--- src/rtl/tdm_mux_pkg.sv ---
`default_nettype none
// ============================================================================
// Module      : tdm_mux_pkg
// Description : Shared types and helpers for the tdm_mux block.
//               - state_t     : operating state (IDLE / MANUAL / SCAN)
//               - MODE_MANUAL : mode input value selecting manual select
//               - MODE_SCAN   : mode input value selecting auto-scan
//               - clog2_min1  : ceil(log2(v)) clamped to a minimum of 1
// Revision    : 1.0 - initial release
// ============================================================================
package tdm_mux_pkg;

    typedef enum logic [1:0] {
        IDLE   = 2'd0,
        MANUAL = 2'd1,
        SCAN   = 2'd2
    } state_t;

    localparam logic MODE_MANUAL = 1'b0;
    localparam logic MODE_SCAN   = 1'b1;

    // A counter that only ever needs to hold 0 still needs one bit.
    function automatic int clog2_min1(input int value);
        int r;
        r = $clog2(value);
        return (r < 1) ? 1 : r;
    endfunction

endpackage
`default_nettype wire

--- src/rtl/tdm_mux_sel.sv ---
`default_nettype none
// ============================================================================
// Module      : tdm_mux_sel
// Description : Purely combinational CHANNELS:1 selector of WIDTH-bit words
//               with an out-of-range flag for indices >= CHANNELS.
// Ports       : x_i   - flattened inputs, channel k at [k*WIDTH +: WIDTH]
//               idx_i - channel index
//               y_o   - selected word (0 when out of range)
//               oor_o - high when idx_i does not name a channel
// Revision    : 1.0 - initial release
// ============================================================================
module tdm_mux_sel #(
    parameter int WIDTH    = 8,
    parameter int CHANNELS = 4,
    parameter int SEL_W    = $clog2(CHANNELS)
) (
    input  logic [CHANNELS*WIDTH-1:0] x_i,
    input  logic [SEL_W-1:0]          idx_i,
    output logic [WIDTH-1:0]          y_o,
    output logic                      oor_o
);

    // Compare against every legal index so a non-power-of-two channel count
    // never indexes past the end of x_i.
    always_comb begin
        y_o   = '0;
        oor_o = 1'b1;
        for (int k = 0; k < CHANNELS; k++) begin
            if (idx_i == SEL_W'(k)) begin
                y_o   = x_i[k*WIDTH +: WIDTH];
                oor_o = 1'b0;
            end
        end
    end

endmodule
`default_nettype wire

--- src/rtl/tdm_mux.sv ---
`default_nettype none
// ============================================================================
// Module      : tdm_mux
// Description : Registered N-channel, W-bit multiplexer with manual select
//               and round-robin auto-scan with programmable dwell.
// Ports       : clk     - clock, rising edge
//               rst     - asynchronous active-high reset
//               x       - flattened inputs, channel k at [k*WIDTH +: WIDTH]
//               en      - enable (low = idle)
//               mode    - 0 manual select, 1 auto-scan
//               sel     - channel index for manual mode
//               ch_mask - per-channel scan enable (TDM_MUX_MASK_EN only)
//               z       - registered selected data
//               z_ch    - channel index z came from
//               z_valid - z/z_ch hold a valid sample
//               wrap    - pulse on the final scan cycle of channel CHANNELS-1
// Build macro : TDM_MUX_MASK_EN adds ch_mask; masked channels are skipped
//               in scan mode with a one-cycle bubble.
// Revision    : 1.0 - initial release
// ============================================================================
module tdm_mux
    import tdm_mux_pkg::*;
#(
    parameter int WIDTH    = 8,
    parameter int CHANNELS = 4,
    parameter int DWELL    = 4,
    parameter int SEL_W    = $clog2(CHANNELS)
) (
    input  logic                      clk,
    input  logic                      rst,
    input  logic [CHANNELS*WIDTH-1:0] x,
    input  logic                      en,
    input  logic                      mode,
    input  logic [SEL_W-1:0]          sel,
`ifdef TDM_MUX_MASK_EN
    input  logic [CHANNELS-1:0]       ch_mask,
`endif
    output logic [WIDTH-1:0]          z,
    output logic [SEL_W-1:0]          z_ch,
    output logic                      z_valid,
    output logic                      wrap
);

    localparam int                DCNT_W     = clog2_min1(DWELL);
    localparam logic [SEL_W-1:0]  LAST_CH    = SEL_W'(CHANNELS - 1);
    localparam logic [DCNT_W-1:0] LAST_DWELL = DCNT_W'(DWELL - 1);

    state_t              state;
    logic [WIDTH-1:0]    z_q,       z_d;
    logic [SEL_W-1:0]    z_ch_q,    z_ch_d;
    logic                z_valid_q, z_valid_d;
    logic                wrap_q,    wrap_d;
    logic [SEL_W-1:0]    ch_ptr_q,  ch_ptr_d;
    logic [DCNT_W-1:0]   dwell_q,   dwell_d;

    logic [SEL_W-1:0]    w_idx;
    logic [WIDTH-1:0]    w_data;
    logic                w_oor;
    logic                w_masked;
    logic                w_last_ch;
    logic [SEL_W-1:0]    w_ptr_next;

    // The state is a pure decode of the control inputs: the block reacts to
    // en/mode in the same cycle they are presented.
    always_comb begin
        state = IDLE;
        if (en) begin
            state = (mode == MODE_SCAN) ? SCAN : MANUAL;
        end
    end

    // One selector serves both modes.
    assign w_idx = (state == SCAN) ? ch_ptr_q : sel;

    tdm_mux_sel #(
        .WIDTH    (WIDTH),
        .CHANNELS (CHANNELS),
        .SEL_W    (SEL_W)
    ) u_sel (
        .x_i   (x),
        .idx_i (w_idx),
        .y_o   (w_data),
        .oor_o (w_oor)
    );

`ifdef TDM_MUX_MASK_EN
    always_comb begin
        w_masked = 1'b0;
        for (int k = 0; k < CHANNELS; k++) begin
            if (ch_ptr_q == SEL_W'(k)) begin
                w_masked = ~ch_mask[k];
            end
        end
    end
`else
    assign w_masked = 1'b0;
`endif

    assign w_last_ch  = (ch_ptr_q == LAST_CH);
    assign w_ptr_next = w_last_ch ? '0 : ch_ptr_q + SEL_W'(1);

    always_comb begin
        z_d       = z_q;
        z_ch_d    = z_ch_q;
        z_valid_d = 1'b0;
        wrap_d    = 1'b0;
        // Pointers fall back to zero outside SCAN so every scan entry starts
        // at channel 0 with a full dwell.
        ch_ptr_d  = '0;
        dwell_d   = '0;
        case (state)
            IDLE: begin
            end
            MANUAL: begin
                z_ch_d = sel;
                if (w_oor) begin
                    z_d = '0;
                end else begin
                    z_d       = w_data;
                    z_valid_d = 1'b1;
                end
            end
            SCAN: begin
                if (w_masked) begin
                    // Bubble: hold z/z_ch and skip the channel without dwell.
                    ch_ptr_d = w_ptr_next;
                    wrap_d   = w_last_ch;
                end else begin
                    z_d       = w_data;
                    z_ch_d    = ch_ptr_q;
                    z_valid_d = 1'b1;
                    if (dwell_q == LAST_DWELL) begin
                        ch_ptr_d = w_ptr_next;
                        wrap_d   = w_last_ch;
                    end else begin
                        ch_ptr_d = ch_ptr_q;
                        dwell_d  = dwell_q + DCNT_W'(1);
                    end
                end
            end
            default: begin
            end
        endcase
    end

    always_ff @(posedge clk or posedge rst) begin
        if (rst) begin
            z_q       <= '0;
            z_ch_q    <= '0;
            z_valid_q <= 1'b0;
            wrap_q    <= 1'b0;
            ch_ptr_q  <= '0;
            dwell_q   <= '0;
        end else begin
            z_q       <= z_d;
            z_ch_q    <= z_ch_d;
            z_valid_q <= z_valid_d;
            wrap_q    <= wrap_d;
            ch_ptr_q  <= ch_ptr_d;
            dwell_q   <= dwell_d;
        end
    end

    assign z       = z_q;
    assign z_ch    = z_ch_q;
    assign z_valid = z_valid_q;
    assign wrap    = wrap_q;

endmodule
`default_nettype wire

--- config.mk ---
export PLATFORM = sky130hd
export DESIGN_NAME = tdm_mux
export DESIGN_NICKNAME = d
export VERILOG_FILES = /design/src/rtl/tdm_mux_pkg.sv /design/src/rtl/tdm_mux_sel.sv /design/src/rtl/tdm_mux.sv
export SDC_FILE = /design/constraint.sdc
export NUM_CORES = 1
export LEC_CHECK = 0
export CORE_MARGIN = 5
export CORE_UTILIZATION = 41
export CTS_BUF_LIST = sky130_fd_sc_hd__clkbuf_8
export CTS_CLUSTER_DIAMETER = 150
export DETAILED_ROUTE_END_ITERATION = 10
export PLACE_DENSITY = 0.81
export SLEW_MARGIN = 20
export SYNTH_ARGS = -nofsm -noshare
export SYNTH_HDL_FRONTEND = slang
export SYNTH_SLANG_ARGS = --single-unit
--- constraint.sdc ---
create_clock -name clk -period 1.4 [get_ports clk]
set_clock_uncertainty 0.05 [all_clocks]
set_input_delay 0.28 -clock clk [delete_from_list [all_inputs] [get_ports clk]]
set_output_delay 0.28 -clock clk [all_outputs]
set_load 0.01 [all_outputs]
==> summary.md, run 1 <==
| Metric | Value |
|---|---|
| CTS sink cnt | 16 |
| Critical Path Start | ch_ptr_q[1] |
| Final Routed Wirelength | 3380 um |
| Critical path endpoint | z[5] |
| Data arrival, critical path | 1.52 ns |
| Type of origin of the critical path | flip-flop |
| Count of cells along the worst register-to-register path | 4 |
| Number of CTS-inserted buffers | 3 |
| Max Freq | 710 MHz |
| Floorplan die width | 59.3 um |
| Required time of the worst setup path | 1.52 ns |
| Via count of the first global-routing pass | 1,140 |
| Reg-to-reg setup timing slack | -0.008 ns |
| Yosys cell types | 33 |
| Nets in the synthesized netlist | 148 |
| Buffers on Ports | 49 |
| Overall fraction of global-route tracks in use | 0.194 |
| Final weighted congestion in routability-driven placement | 0.806 |
| Metal1 wirelength | 1460 um |
| Hold Violations, Final | 0 |
| Status | finished with violations |
| Fin crit share | 1.01 |
| Worst slack on hold paths | 0.286 ns |
| Placed Instances | 193 |
| Overflow left after global routing | 0 |
| Count of antenna diodes in the layout | 0 |
| Wire length of the first global-routing pass | 5120 um |
| Worst Hold Class | primary input to asynchronous set/reset pin |
| Count of routing violations after the opening detailed-route iteration | 23 |
| FF-to-FF Start | ch_ptr_q[1] |
| Violated checks | negative setup slack |
| Cell area power density | 797 mW/mm2 |
| Total leakage power | 0.759 nW |
| Metal3 WL | 234 um |
| Core area | 0.00225 mm2 |
| Yosys warns | 0 |
| Remaining design rule violation count | 0 |
| Area of the multi-input gates | 563 um2 |
| ANT nets after route | 0 |
| Routed wire length per instance | 16.8 um |
| Final count of pins violating max slew | 0 |
| Relative slew slack | 0.841 |
| Effective utilization at floorplan | 0.441 |
| Count of vias placed by the detailed router | 1,098 |
| Nets@finish | 214 |
| Core Rows | 17 |
| Drt via density | 5.46 |
| Detail Route met2 WL | 1600 um |
| Largest net degree at the start of global routing | 17 |
| Clk root buf | sky130_fd_sc_hd__clkbuf_8 |
| Final setup violation count | 2 |
| Cell count after synthesis | 108 |
| Syn_area_per_cell | 9.21 um2 |
| Shortest clock period the worst path allows after layout | 1.41 ns |
| DIE HEIGHT | 59.3 um |
| DR pass1 iterations | 4 |
| Top sig layer | met4 |
| Max clock buf depth | 2 |
| Synthesis-stage register bit count | 16 |
| Critical path start-end classification | flip-flop to flip-flop |
| Final worst slack | -0.00833 ns |
| Clock-pin slew reported for the worst setup and hold paths after clock tree synthesis | 0.07 ns |
| Area growth from synthesis to final layout | 68.7% |
| Depth of the CTS H-tree | 1 |
| Endpoint kind of the worst setup timing path | flip-flop |
| Max Fanout on Critical Path | 5 |
| Most frequent standard cell in the layout excluding fill and tap cells | sky130_fd_sc_hd__clkdlybuf4s50_1 |
| Clock insertion delay at the later pin of the skew report | 0.25 ns |
| Count of non-filler cells in the finished layout | 201 |
| Synth Cell Area | 995 um2 |
| Clock tree from TritonCTS | yes |
| Commonest cells after routing, fill and taps aside | 33 x sky130_fd_sc_hd__clkdlybuf4s50_1, 18 x sky130_fd_sc_hd__buf_4, 14 x sky130_fd_sc_hd__a21oi_1, 14 x sky130_fd_sc_hd__dfrtp_1, 12 x sky130_fd_sc_hd__dlygate4sd2_1 |
| Number of ports placed on the die boundary | 50 |
| Antenna violations before repair | 0 |
| Post-detailed-placement half-perimeter wirelength | 2410 um |
| Measured slew at the worst slew-check pin | 0.234 ns |
| End of the worst register-to-register path | z[5] |
| Count of max-cap constraint violations | 0 |
| Register cell area after layout | 403 um2 |
| Layout cells sized above 1 | 0.208 |
| Peak supply drop | 714 uV |
| Die Outline Area | 0.00351 mm2 |
| Final total power | 1.34 mW |
| CTS Hold Bufs | 0 |
| Post-synthesis sequential area ratio | 0.403 |
| Fillers | 183 |
[final cells by class]
type | count | share of cell area
inverter | 3 | 0.00671
sequential | 16 | 0.240
multi-input combinational | 83 | 0.336
timing repair buffer | 67 | 0.364
tap | 28 | 0.0209
clock buffer | 4 | 0.0328
[where the power goes]
group	leakage [nW]	switching (mW)	internal, mW
Clock	0.0288	0.174	0.250
Sequential	0.192	0.0229	0.504
Combinational	0.538	0.161	0.226
Total	0.759	0.357	0.980
[synthesized netlist by cell type (all sizes together)]
library cell / count / share of area
nand2b: 5 / 0.031
nand2: 3 / 0.011
and2: 2 / 0.015
o22ai: 6 / 0.038
o211ai: 1 / 0.0075
nand3: 1 / 0.0050
a21bo: 1 / 0.010
nor2: 7 / 0.026
ha: 2 / 0.025
o21ai: 9 / 0.049
and3: 9 / 0.057
a21oi: 14 / 0.070
a31oi: 1 / 0.0063
nand4b: 1 / 0.0088
inv: 3 / 0.011
or2b: 2 / 0.015
nor3: 2 / 0.010
buf: 4 / 0.029
mux2i: 4 / 0.040
nand4: 1 / 0.0063
clkbuf: 3 / 0.014
a2bb2o: 1 / 0.020
o21a: 1 / 0.015
a221oi: 1 / 0.015
a21boi: 7 / 0.053
a22oi: 1 / 0.0075
dfrtp: 16 / 0.40
[through the flow]
stage | TNS, ns | util | setup WS, ns | area [um2]
after global placement | -4.47 | 0.705 | -0.502 | 1590
after global routing | -0.164 | 0.744 | -0.0438 | 1680
after CTS | 0 | 0.733 | 0.000174 | 1650
after detailed placement | -4.79 | 0.705 | -0.561 | 1590
final | -0.0107 | 0.744 | -0.00833 | 1680
after floorplan | 0 | - | 0.0477 | 995
[timing repair]
action / 4_1_cts / 5_1_grt
pin swaps: 2 / 4
setup buffers: 0 / 3
gates cloned: 1 / 0
resized for setup: 22 / 6
endpoints found under the setup margin: 21 / 8
[worst min-delay path by stage]
stage | from | slack [ns] | cells after the start | endpoint
6_report | rst | 0.29 | 3 | z[1]
5_1_grt | rst | 0.33 | 3 | z_valid
4_1_cts | rst | 0.29 | 3 | z[4]
3_5_place_dp | dwell_q[0] | 0.38 | 1 | dwell_q[0]
3_3_place_gp | dwell_q[0] | 0.37 | 1 | dwell_q[0]
2_1_floorplan | rst | 0.14 | 1 | ch_ptr_q[0]
[worst max-delay path, cell delays in order, from the launching register on]
cell                       delay [ns]
sky130_fd_sc_hd__dfrtp_2         0.44
sky130_fd_sc_hd__nand4_1         0.21
sky130_fd_sc_hd__o21a_4          0.17
sky130_fd_sc_hd__a2bb2o_4        0.21
sky130_fd_sc_hd__a221oi_2        0.25
[layer usage]
| layer | global-route usage | vias up |
|---|---|---|
| met2 | 0.310 | 43 |
| met3 | 0.0458 | 9 |
| met4 | 0.117 | 0 |
| met5 | 0 | - |
| met1 | 0.234 | 517 |
| li1 | - | 529 |
[cells by family (layout without fill, tap and decap cells)]
family | count (synthesis) | after routing | synth area share
compound gates | 43 | 44 | 0.292
buf+inv | 10 | 74 | 0.0541
mux | 4 | 4 | 0.0403
flops | 16 | 16 | 0.403
fa+ha+maj | 2 | 2 | 0.0252
simple gates | 33 | 33 | 0.186
[sequential cells by signal, summed over array words and instances (netlist names)]
name	flops
wrap	1
z_valid	1
z_ch	2
ch_ptr_q	2
z	8
dwell_q	2
Note: power is estimated with default switching activity, not from simulation.
==> inputs of run 2 (changes only) <==
--- a/config.mk
+++ b/config.mk
@@ -6,11 +6,10 @@
 export NUM_CORES = 1
 export LEC_CHECK = 0
 export CORE_MARGIN = 5
-export CORE_UTILIZATION = 41
-export CTS_BUF_LIST = sky130_fd_sc_hd__clkbuf_8
+export CORE_UTILIZATION = 39
 export CTS_CLUSTER_DIAMETER = 150
 export DETAILED_ROUTE_END_ITERATION = 10
-export PLACE_DENSITY = 0.81
+export PLACE_DENSITY = 0.77
 export SLEW_MARGIN = 20
 export SYNTH_ARGS = -nofsm -noshare
 export SYNTH_HDL_FRONTEND = slang
==> run 2 against run 1 <==
Against the previous run: the flow now finishes without violations; cell count is 0.50% lower; first-iteration DRC count up 48%; maximum frequency grew 1.5%; combinational power is 2% higher; core utilization is 6.7 points lower; sequential share of layout area is 0.14 points higher; non-clock buffer count is 3 lower; largest power group unchanged.
==> summary.md, run 2 (synthesized netlist as in run 1, its figures left out) <==
| Metric | Value |
|---|---|
| Via count of the first global-routing pass | 1,113 (was 1,140) |
| Status | complete, no violations (was finished with violations) |
| Count of max-cap constraint violations | 0 (unchanged) |
| CTS Hold Bufs | 0 (unchanged) |
| Core Rows | 18 (was 17) |
| Clk root buf | sky130_fd_sc_hd__clkbuf_4 (was sky130_fd_sc_hd__clkbuf_8) |
| Area growth from synthesis to final layout | 67.2% (was 68.7%) |
| DR pass1 iterations | 4 (unchanged) |
| Buffers on Ports | 49 (unchanged) |
| Depth of the CTS H-tree | 1 (unchanged) |
| Drt via density | 5.35 (was 5.46) |
| Antenna violations before repair | 0 (unchanged) |
| Reg-to-reg setup timing slack | 0.03 ns (was -0.008 ns) |
| Max clock buf depth | 2 (unchanged) |
| Final count of pins violating max slew | 0 (unchanged) |
| Floorplan die width | 60.5 um (was 59.3 um) |
| Slowest Stage Delay on Critical Path | 0.54 ns (was 0.44 ns) |
| Measured slew at the worst slew-check pin | 0.280 ns (was 0.234 ns) |
| Most frequent standard cell in the layout excluding fill and tap cells | sky130_fd_sc_hd__clkdlybuf4s50_1 (unchanged) |
| Cell area power density | 741 mW/mm2 (was 797 mW/mm2) |
| Endpoint kind of the worst setup timing path | flip-flop (unchanged) |
| Wire length of the first global-routing pass | 4850 um (was 5120 um) |
| Clock tree from TritonCTS | yes (unchanged) |
| Number of ports placed on the die boundary | 50 (unchanged) |
| Layout cells sized above 1 | 0.194 (was 0.208) |
| Worst slack, placed | -0.473 ns (was -0.561 ns) |
| Relative slew slack | 0.813 (was 0.841) |
| Hold Violations, Final | 0 (unchanged) |
| Final weighted congestion in routability-driven placement | 0.849 (was 0.806) |
| DIE HEIGHT | 60.5 um (was 59.3 um) |
| Final worst slack | 0.0123 ns (was -0.00833 ns) |
| Required time of the worst setup path | 1.52 ns (about the same) |
| Shortest clock period the worst path allows after layout | 1.39 ns (was 1.41 ns) |
| Clock-pin slew reported for the worst setup and hold paths after clock tree synthesis | 0.10 ns (was 0.07 ns) |
| Count of routing violations after the opening detailed-route iteration | 34 (was 23) |
| Data arrival, critical path | 1.51 ns (was 1.52 ns) |
| Count of vias placed by the detailed router | 1,069 (was 1,098) |
| Nets@finish | 211 (was 214) |
| Cell-by-cell trace of the critical path | clkdlybuf4s50_1 > nand2_2 > o21a_4 > buf_4 > o22ai_1 > a21oi_1 (was nand4_1 > o21a_4 > a2bb2o_4 > a221oi_2) |
| Final setup violation count | 0 (was 2) |
| Final total power | 1.23 mW (was 1.34 mW) |
| Overflow left after global routing | 0 (unchanged) |
| Count of antenna diodes in the layout | 0 (unchanged) |
| Commonest cells after routing, fill and taps aside | 34 x sky130_fd_sc_hd__clkdlybuf4s50_1, 15 x sky130_fd_sc_hd__dfrtp_1, 15 x sky130_fd_sc_hd__buf_4 (was 33 x sky130_fd_sc_hd__clkdlybuf4s50_1, 18 x sky130_fd_sc_hd__buf_4, 14 x sky130_fd_sc_hd__a21oi_1, 14 x sky130_fd_sc_hd__dfrtp_1, 12 x sky130_fd_sc_hd__dlygate4sd2_1) |
| Clock insertion delay at the later pin of the skew report | 0.28 ns (was 0.25 ns) |
| Die Outline Area | 0.00366 mm2 (was 0.00351 mm2) |
| Number of CTS-inserted buffers | 3 (unchanged) |
| Worst slack on hold paths | 0.243 ns (was 0.286 ns) |
| Final Routed Wirelength | 3050 um (was 3380 um) |
| Core area | 0.00245 mm2 (was 0.00225 mm2) |
| Largest net degree at the start of global routing | 17 (unchanged) |
| Worst Hold Class | primary input to asynchronous set/reset pin (unchanged) |
| Routed wire length per instance | 15.3 um (was 16.8 um) |
| Overall fraction of global-route tracks in use | 0.174 (was 0.194) |
| Remaining design rule violation count | 0 (unchanged) |
| ANT nets after route | 0 (unchanged) |
| Fin crit share | 0.991 (was 1.01) |
| Type of origin of the critical path | primary input (was flip-flop) |
| Critical path start-end classification | primary input to flip-flop (was flip-flop to flip-flop) |
| CTS sink cnt | 16 (unchanged) |
| Peak supply drop | 470 uV (was 714 uV) |
| Max Freq | 721 MHz (was 710 MHz) |
| Effective utilization at floorplan | 0.405 (was 0.441) |
| Total leakage power | 0.750 nW (was 0.759 nW) |
| Max Fanout on Critical Path | 6 (was 5) |
| Largest register FFs | 8 (unchanged) |
| Slowest cell on the critical path | sky130_fd_sc_hd__clkdlybuf4s50_1 (was sky130_fd_sc_hd__dfrtp_2) |
| Post-detailed-placement half-perimeter wirelength | 2370 um (was 2410 um) |
-- run 2: cell count changes in the layout (fill, tap and decap cells not counted), moves of 2 or more --
| cell | previous run | this run |
|---|---|---|
| sky130_fd_sc_hd__o21ai_0 | 6 | 3 |
| sky130_fd_sc_hd__o22ai_1 | 6 | 2 |
| sky130_fd_sc_hd__o21ai_1 | 2 | 5 |
| sky130_fd_sc_hd__clkbuf_4 | 0 | 3 |
| sky130_fd_sc_hd__o22ai_2 | 0 | 4 |
| sky130_fd_sc_hd__clkbuf_8 | 4 | 1 |
| sky130_fd_sc_hd__buf_4 | 18 | 15 |
| sky130_fd_sc_hd__clkdlybuf4s15_2 | 2 | 0 |
-- run 2: layout make-up --
cell class                 count  area (um2)
clock buffer                   4        36.3
fill                         211         792
inverter                       3        11.3
multi-input combinational     83         592
sequential                    16         402
tap                           30        37.5
timing repair buffer          64         584
-- run 2: final timing paths --
path | cells after the start | startpoint | to
max | 6 | sel[0] | z[0]
min | 3 | rst | z_ch[1]
max reg2reg | 4 | ch_ptr_q[1] | z[5]
min reg2reg | 1 | dwell_q[0] | dwell_q[0]
max in group asynchronous | 3 | rst | ch_ptr_q[1]
min in group clk | 2 | en | dwell_q[1]
-- run 2: routing by layer --
metal / track usage / wire length, um / up-vias
met5: 0 / 0 / -
met4: 0.0557 / 34 / 0
met3: 0.0319 / 156 / 2
met2: 0.287 / 1550 / 33
met1: 0.231 / 1310 / 515
li1: - / - / 519
-- run 2: worst max-delay path: cells and delay by family --
family                 cells  cell delay (ns)
AO/OA/AOI/OAI              3             0.41
buffers and inverters      2             0.71
AND/OR/NAND/NOR            1             0.10
-- run 2: where the power goes --
part	switching, mW	internal, mW
registers	0.0248	0.504
logic	0.160	0.232
clock network	0.154	0.158
-- run 2: through the flow --
step                std cells  cell area (um2)  TNS (ns)  utilization
finish                    200             1660         0        0.677
global route              200             1660   -0.0312        0.677
CTS                       199             1630         0        0.663
detailed placement        195             1590     -4.13        0.649
global placement          195             1590     -3.46        0.649
floorplan                 108              995         0            -
-- run 2: repair_timing --
item	CTS	global route
gates cloned	0	1
gates resized for setup	19	11
setup endpoints to repair	21	8
pin swaps	0	1
setup buffers	0	0
